--- src/rtl/ddr_rx_frame_tracker.sv ---
// HDR-DDR target receive framer: deserializes SDA on both SCL edges into
// preamble/data/parity words, tracks frame length and captures the CRC word.
module ddr_rx_frame_tracker #(
  parameter int          DATA_W    = 16,
  parameter int          CNT_W     = 16,
  parameter logic [3:0]  CRC_TOKEN = 4'hC
) (
  input  logic              i_frx_clk,
  input  logic              i_frx_rst,
  input  logic              i_frx_en,
  input  logic [CNT_W-1:0]  i_frx_exp_words,
  input  logic              i_scl_pos_edge,
  input  logic              i_scl_neg_edge,
  input  logic              i_sda,
  output logic [DATA_W-1:0] o_frx_data,
  output logic              o_frx_data_valid,
  output logic              o_frx_parity_err,
  output logic              o_frx_frame_err,
  output logic              o_frx_token_err,
  output logic              o_frx_last_frame,
  output logic [4:0]        o_frx_crc_value,
  output logic              o_frx_crc_valid,
  output logic              o_frx_done
);

  localparam int BIT_W = $clog2(DATA_W) + 1;

  typedef enum logic [2:0] {
    IDLE, PRE1, PRE0, DATA, PAR, CRC_TOK, CRC_VAL, DONE
  } state_t;

  state_t              state, state_next;
  logic [DATA_W-1:0]   shift_reg;
  logic [BIT_W-1:0]    bit_cnt;
  logic [CNT_W-1:0]    remaining;
  logic                pre_hi;
  logic                par_hi;
  logic                edge_seen;
  logic                pa1, pa0;

  assign edge_seen = i_scl_pos_edge | i_scl_neg_edge;

  always_comb begin
    pa1 = 1'b0;
    pa0 = 1'b1;
    for (int i = 0; i < DATA_W; i++) begin
      if ((i % 2) == 1) pa1 = pa1 ^ shift_reg[i];
      else              pa0 = pa0 ^ shift_reg[i];
    end
  end

  always_ff @(posedge i_frx_clk or posedge i_frx_rst) begin
    if (i_frx_rst) state <= IDLE;
    else           state <= state_next;
  end

  always_comb begin
    state_next = state;
    case (state)
      IDLE:    if (i_frx_en) state_next = PRE1;
      PRE1:    if (edge_seen) state_next = PRE0;
      PRE0: begin
        if (edge_seen) begin
          case ({pre_hi, i_sda})
            2'b11:   state_next = DATA;
            2'b01:   state_next = CRC_TOK;
            default: state_next = DONE;
          endcase
        end
      end
      DATA:    if (edge_seen && bit_cnt == '0) state_next = PAR;
      PAR:     if (edge_seen && bit_cnt == '0) state_next = PRE1;
      CRC_TOK: if (edge_seen && bit_cnt == '0) state_next = CRC_VAL;
      CRC_VAL: if (edge_seen && bit_cnt == '0) state_next = DONE;
      DONE:    state_next = DONE;
      default: state_next = IDLE;
    endcase
    if (!i_frx_en) state_next = IDLE;
  end

  // Datapath, sticky flags and registered output pulses; all sampling is
  // gated by the current state so IDLE and DONE never consume bits.
  always_ff @(posedge i_frx_clk or posedge i_frx_rst) begin
    if (i_frx_rst) begin
      shift_reg        <= '0;
      bit_cnt          <= '0;
      remaining        <= '0;
      pre_hi           <= 1'b0;
      par_hi           <= 1'b0;
      o_frx_data       <= '0;
      o_frx_data_valid <= 1'b0;
      o_frx_parity_err <= 1'b0;
      o_frx_frame_err  <= 1'b0;
      o_frx_token_err  <= 1'b0;
      o_frx_last_frame <= 1'b0;
      o_frx_crc_value  <= '0;
      o_frx_crc_valid  <= 1'b0;
      o_frx_done       <= 1'b0;
    end else if (!i_frx_en) begin
      remaining        <= i_frx_exp_words;
      shift_reg        <= '0;
      bit_cnt          <= '0;
      o_frx_data_valid <= 1'b0;
      o_frx_crc_valid  <= 1'b0;
      o_frx_parity_err <= 1'b0;
      o_frx_frame_err  <= 1'b0;
      o_frx_token_err  <= 1'b0;
      o_frx_last_frame <= 1'b0;
      o_frx_done       <= 1'b0;
    end else begin
      o_frx_data_valid <= 1'b0;
      o_frx_crc_valid  <= 1'b0;
      if (state == IDLE && remaining == '0) o_frx_last_frame <= 1'b1;
      if (edge_seen) begin
        case (state)
          PRE1: pre_hi <= i_sda;
          PRE0: begin
            case ({pre_hi, i_sda})
              2'b11: bit_cnt <= BIT_W'(DATA_W - 1);
              2'b01: begin
                bit_cnt <= BIT_W'(3);
                if (remaining != '0) o_frx_frame_err <= 1'b1;
              end
              default: begin
                o_frx_frame_err <= 1'b1;
                o_frx_done      <= 1'b1;
              end
            endcase
          end
          DATA: begin
            shift_reg <= {shift_reg[DATA_W-2:0], i_sda};
            if (bit_cnt == '0) bit_cnt <= BIT_W'(1);
            else               bit_cnt <= bit_cnt - 1'b1;
          end
          PAR: begin
            if (bit_cnt != '0) begin
              par_hi  <= i_sda;
              bit_cnt <= bit_cnt - 1'b1;
            end else begin
              if ({par_hi, i_sda} != {pa1, pa0}) o_frx_parity_err <= 1'b1;
              o_frx_data       <= shift_reg;
              o_frx_data_valid <= 1'b1;
              // An extra word is still delivered but flagged; the counter saturates at 0.
              if (remaining == '0) begin
                o_frx_frame_err <= 1'b1;
              end else begin
                remaining <= remaining - 1'b1;
                if (remaining == CNT_W'(1)) o_frx_last_frame <= 1'b1;
              end
            end
          end
          CRC_TOK: begin
            shift_reg <= {shift_reg[DATA_W-2:0], i_sda};
            if (bit_cnt == '0) begin
              if ({shift_reg[2:0], i_sda} != CRC_TOKEN) o_frx_token_err <= 1'b1;
              bit_cnt <= BIT_W'(4);
            end else begin
              bit_cnt <= bit_cnt - 1'b1;
            end
          end
          CRC_VAL: begin
            shift_reg <= {shift_reg[DATA_W-2:0], i_sda};
            if (bit_cnt == '0) begin
              o_frx_crc_value <= {shift_reg[3:0], i_sda};
              o_frx_crc_valid <= 1'b1;
              o_frx_done      <= 1'b1;
            end else begin
              bit_cnt <= bit_cnt - 1'b1;
            end
          end
          default: ;
        endcase
      end
    end
  end

endmodule

--- config.mk ---
export PLATFORM = sky130hd
export DESIGN_NAME = ddr_rx_frame_tracker
export DESIGN_NICKNAME = d
export VERILOG_FILES = /design/src/rtl/ddr_rx_frame_tracker.sv
export SDC_FILE = /design/constraint.sdc
export NUM_CORES = 1
export LEC_CHECK = 0
export ABC_AREA = 1
export ABC_CLOCK_PERIOD_IN_PS = 2500
export BUFFER_PORTS_ARGS = -buffer_cell sky130_fd_sc_hd__buf_2
export CAP_MARGIN = 10
export CORE_ASPECT_RATIO = 1.2
export CORE_UTILIZATION = 30
export DETAILED_ROUTE_END_ITERATION = 10
export PLACE_DENSITY = 0.46
export SETUP_SLACK_MARGIN = 0.15
export SYNTH_ARGS = -nofsm -noshare
export SYNTH_HDL_FRONTEND = slang
export SYNTH_SLANG_ARGS = --single-unit
--- constraint.sdc ---
create_clock -name i_frx_clk -period 2.5 [get_ports i_frx_clk]
set_input_delay 0.25 -clock i_frx_clk [delete_from_list [all_inputs] [get_ports i_frx_clk]]
set_output_delay 0.25 -clock i_frx_clk [all_outputs]
set_load 0.03 [all_outputs]
# Word-level counts from Yosys, hierarchy flattened
# Cells that the tools add are included.
# totals
ff_bits	70
latchBits	0
ramBits	0
rom_bits	0
wordCells	156
mem_count	0
# classes
n_addsub	2
n_mul	0
div_mod_pow	0
order_cmp	0
n_eq_ne	39
shift	0
n_mux	62
bitwise	17
n_reduce_logical	21
# op_table
op	n
$mux 16	8
$ne 3x3->1 const B	13
$mux 1	34
$mux 5	6
$reduce_and 4->1	7
$pmux 5 s5	1
$pmux 3 s8	1
$mux 3	7
$eq 16x1->1 const B	1
$logic_not 16->1	1
$reduce_bool 16->1	1
$sub 16x1->16 const B	1
$xor 1x1->1	14
$eq 3x3->1 const B	4
$ne 2x1->1 const B	6
$ne 4x4->1 const B	3
$reduce_and 6->1	2
$pmux 5 s2	1
$eq 3x2->1 const B	2
$ne 2x2->1 const B	3
$ne 3x1->1 const B	2
$ne 6x1->1 const B	1
$pmux 1 s2	3
$pmux 3 s2	1
other kinds (16)	18

# Depth between registers and ports, before layout
# logic_depth
ltp_word	14
mapped_depth	12
mapped_depth_nobuf	12

# Worst setup path after synthesis
# Ideal clock, no wire load.
# synth_path
kind	register to register
startpoint	register remaining[0]
endpoint	register remaining[3]
setup_ns	0.117
t_arrival_ns	1.509
path_slack_ns	0.874
stages_incl_launch_ff	11
period_less_slack_ns	1.626
path_cell_list	dfrtp_1 > inv_1 > ha_1 > nand2_2 > nor2_4 > nand4_4 > a21oi_4 > inv_4 > buf_8 > nand2_2 > o21ai_2
# synth_between
elab_chain_len	6
word_cells_on_any_way	9
# synth_rtl
element	line	text
start, declared	35	logic [CNT_W-1:0] remaining;
start signal, assigned	100	remaining <= i_frx_exp_words;
start signal, assigned	147	remaining <= remaining - 1'b1;
$sub 16x1->16	147	
$mux 16	144	if (remaining == '0) begin
$mux 16	136	if (bit_cnt != '0) begin
$mux 16	115	case (state)
$mux 16	114	if (edge_seen) begin
$mux 16	99	end else if (!i_frx_en) begin
# Several ways; a longest one is shown, not always the timed one. The select of a mux whose other input is x is not followed.
# A chain may end at the register's enable or synchronous reset.

# Worst setup path in the final report
# layout_path
startpoint	register remaining[0]
endpoint	register remaining[0]
# The elaborated chain is that of the path after synthesis.

==> summary.md <==
| Metric | Value |
|---|---|
| Critical Path Source | `remaining[0]` |
| Reg2reg end | `remaining[0]` |
| Critical Path RT | `~2.7 ns` |
| Gpl congestion | `0.8294` |
| Post-CTS setup buffer count | `0` |
| CTS Root Cell | `clkbuf_16` |
| Synth warn | `0` |
| CTS clk-pin slew, worst paths | `0.06 ns` |
| First-pass GRT wire length | `between 15000 and 20000 um` |
| Fmax | `506.5 MHz` |
| Initial drt markers | `between 100 and 150` |
| Layout cell share with drive strength beyond 1 | `0.1667` |
| ANT nets after route | `0` |
| Multi-input gate area | `1847 um^2` |
| Finished Layout Cells | `740` |
| CP Cell Sequence | `inv_1, ha_1, nand2_2, nor2_4, nand4_4, a21oi_4, inv_4, nand2_1, o21ai_2` |
| Top Ports | `50` |
| CP Launch Type | `register` |
| Flops & latches, synth | `70` |
| PortBufs | `49` |
| Worst Path Buf+Inv | `2` |
| GR Overflow Total | `0` |
| First-pass DRT Iterations | `4` |
| Total number of vias | `3408` |
| Setup violations, final | `0` |
| Initial antenna violation count | `0` |
| Hold WC Path Type | `input port to async pin` |
| Max Root-Sink Buffers | `2` |
| Row count | `45` |
| Area added between synthesis and finish | `18.03%` |
| Crit path largest cell delay | `about 0.44 ns` |
| Slowest CP cell | `a21oi_4` |
| Crit share post-route | `0.7898` |
| Num CTS Buffers | `9` |
| Top delay family on crit path | `compound AO/OA/AOI/OAI gates` |
| Ant diodes | `0` |
| Final hold violation count | `0` |
| Outcome | `finished, final reports clean` |
| RSZ-0062 raised after global routing | `no` |
| Initial Util | `0.3073` |
| Nets | `roughly 600` |
| Number of global-route vias before repair | `3386` |
| P_leak | `2.314 nW` |
| Worst EP arrival | `about 2.2 ns` |
| Die ar. | `13440 um^2` |
| Die height | `about 130 um` |
| CTS tree | `yes` |
| Slew at the pin with the worst max-slew slack | `around 0.64 ns` |
| PwrDens | `between 800 and 900 nW/um^2` |
| Critical path fanouts, max | `17` |
| Post-Syn Area per Cell | `approximately 7.5 um^2` |
| Max-Cap Viols | `0` |
| Largest net degree at the start of global routing | `45` |
| Hold Buf Count CTS | `0` |
| Placed cell count | `about 730` |
| Reg2reg path depth | `9` |
| Reg-to-reg critical path startpoint | `remaining[0]` |
| Max IR drop VDD | `~0.28 mV` |
| Final WL | `slightly above 9000 um` |
| Post-Syn Area | `between 3000 and 4000 um^2` |
| Post-synthesis cell count | `between 500 and 600` |
| Routed WL per cell | `12.55 um` |
| H-Tree Depth | `3` |
| Core ar. | `12670 um^2` |
| Fill cells | `~1400` |
| GRT Util Overall | `0.1514` |
| Total power | `between 4 and 5 mW` |
| Commonest non-fill, non-tap cell in the layout | `nand2_1` |
| Post-synth net total | `between 500 and 600` |
| # DRC | `0` |
| Max-slew violations | `0` |
| Worst skew pair latency | `around 0.33 ns` |
| Register area | `1752 um^2` |
| Setup TNS | `0 ns` |
| Setup Crit Path Kind | `register to register` |
| Placed wire-length estimate | `around 6800 um` |
| Critical path endpoint category | `register` |
| Sequential area share after synthesis | `0.4500` |
| Chip width | `106.0 um` |
| Number of clock sinks | `70` |
| Fin crit period | `1.974 ns` |
| Unique masters post-synth | `36` |
| Max transition margin | `0.5705` |
| R2r setup slk | `0.53 ns` |
| Most frequent cells in the layout | `167 x nand2_1, 70 x dfrtp_1, 54 x nor2_1` |
| Gates resized, CTS repair | `0` |
| Vias per cell | `4.605` |
| Worst Clk Skew | `approximately 0.0079 ns` |
-- kinds of logic after synthesis --
kind of cell               after synthesis  share of synthesized area
buffers and inverters                   69                    0.07553
AOI/OAI and AO/OA                       93                     0.1360
adders and majority gates                4                    0.01286
DFF                                     70                     0.4500
xor gates and xnor gates                14                    0.03150
and+or+nand+nor                        272                     0.2941
-- metrics by stage --
stage	setup slack (ns)	area, um^2	hold WS, ns	utilization
2_1_floorplan	0.4818	3892	0.4321	-
3_3_place_gp	0.4826	4304	0.3828	0.3398
3_5_place_dp	0.5048	4304	0.3830	0.3398
4_1_cts	0.4967	4594	0.02601	0.3627
5_1_grt	0.2898	4594	0.05295	0.3627
6_report	0.5255	4594	0.0002337	0.3627
-- synth_stat cells (all sizes together) --
master / count / share of area
buf: 9 / 0.017
nor3b: 1 / 0.0019
o22ai: 1 / 0.0016
nand3b: 1 / 0.0019
a21oi: 21 / 0.030
nand3: 31 / 0.041
a41oi: 1 / 0.0023
clkinv: 1 / 0.00096
xor2: 8 / 0.018
clkbuf: 6 / 0.0058
xnor2: 6 / 0.014
nor2: 62 / 0.070
o21ai: 65 / 0.092
nand2: 169 / 0.16
o31ai: 1 / 0.0019
o21bai: 2 / 0.0039
dfrtp: 70 / 0.45
nand4: 2 / 0.0071
inv: 53 / 0.052
o211ai: 1 / 0.0019
nor3: 6 / 0.0077
ha: 4 / 0.013
o221ai: 1 / 0.0023
-- power by group --
part	switching, mW	leakage [nW]	internal, mW
Sequential	0.185	0.934	1.33
Combinational	0.881	1.24	0.440
Clock	0.480	0.141	0.791
-- layout make-up --
| cell class | instances | share of cell area |
|---|---|---|
| tap | 164 | 0.04466 |
| inverter | 54 | 0.04466 |
| timing repair buffer | 54 | 0.06427 |
| multi-input combinational | 383 | 0.4020 |
| sequential | 70 | 0.3813 |
| clock inverter | 4 | 0.01035 |
| clock buffer | 11 | 0.05283 |
-- worst reg2reg max path: cells and delay by family, from the launching register on --
family / cells / cell delay [ns]
adders and majority gates: 1 / 0.18
DFF: 1 / 0.40
buffers and inverters: 2 / 0.36
AOI/OAI and AO/OA: 2 / 0.49
and+or+nand+nor: 4 / 0.44
-- metal layers --
metal  up-vias  GRT usage  wire (um)
li1       1766          -          -
met1      1580     0.1835       4242
met2        53     0.2591       4610
met3         9    0.03237        295
met4         0    0.06291        141
met5         -          0          0
-- worst max path at each step --
stage / endpoint / slack [ns] / cells past startpoint
after floorplan: bit_cnt[0] / 0.48 / 1
after global placement: shift_reg[8] / 0.48 / 7
final: remaining[0] / 0.53 / 9
after detailed placement: remaining[7] / 0.50 / 9
after global routing: shift_reg[2] / 0.29 / 8
after CTS: remaining[0] / 0.50 / 9
(Power assumes the default switching activity.)
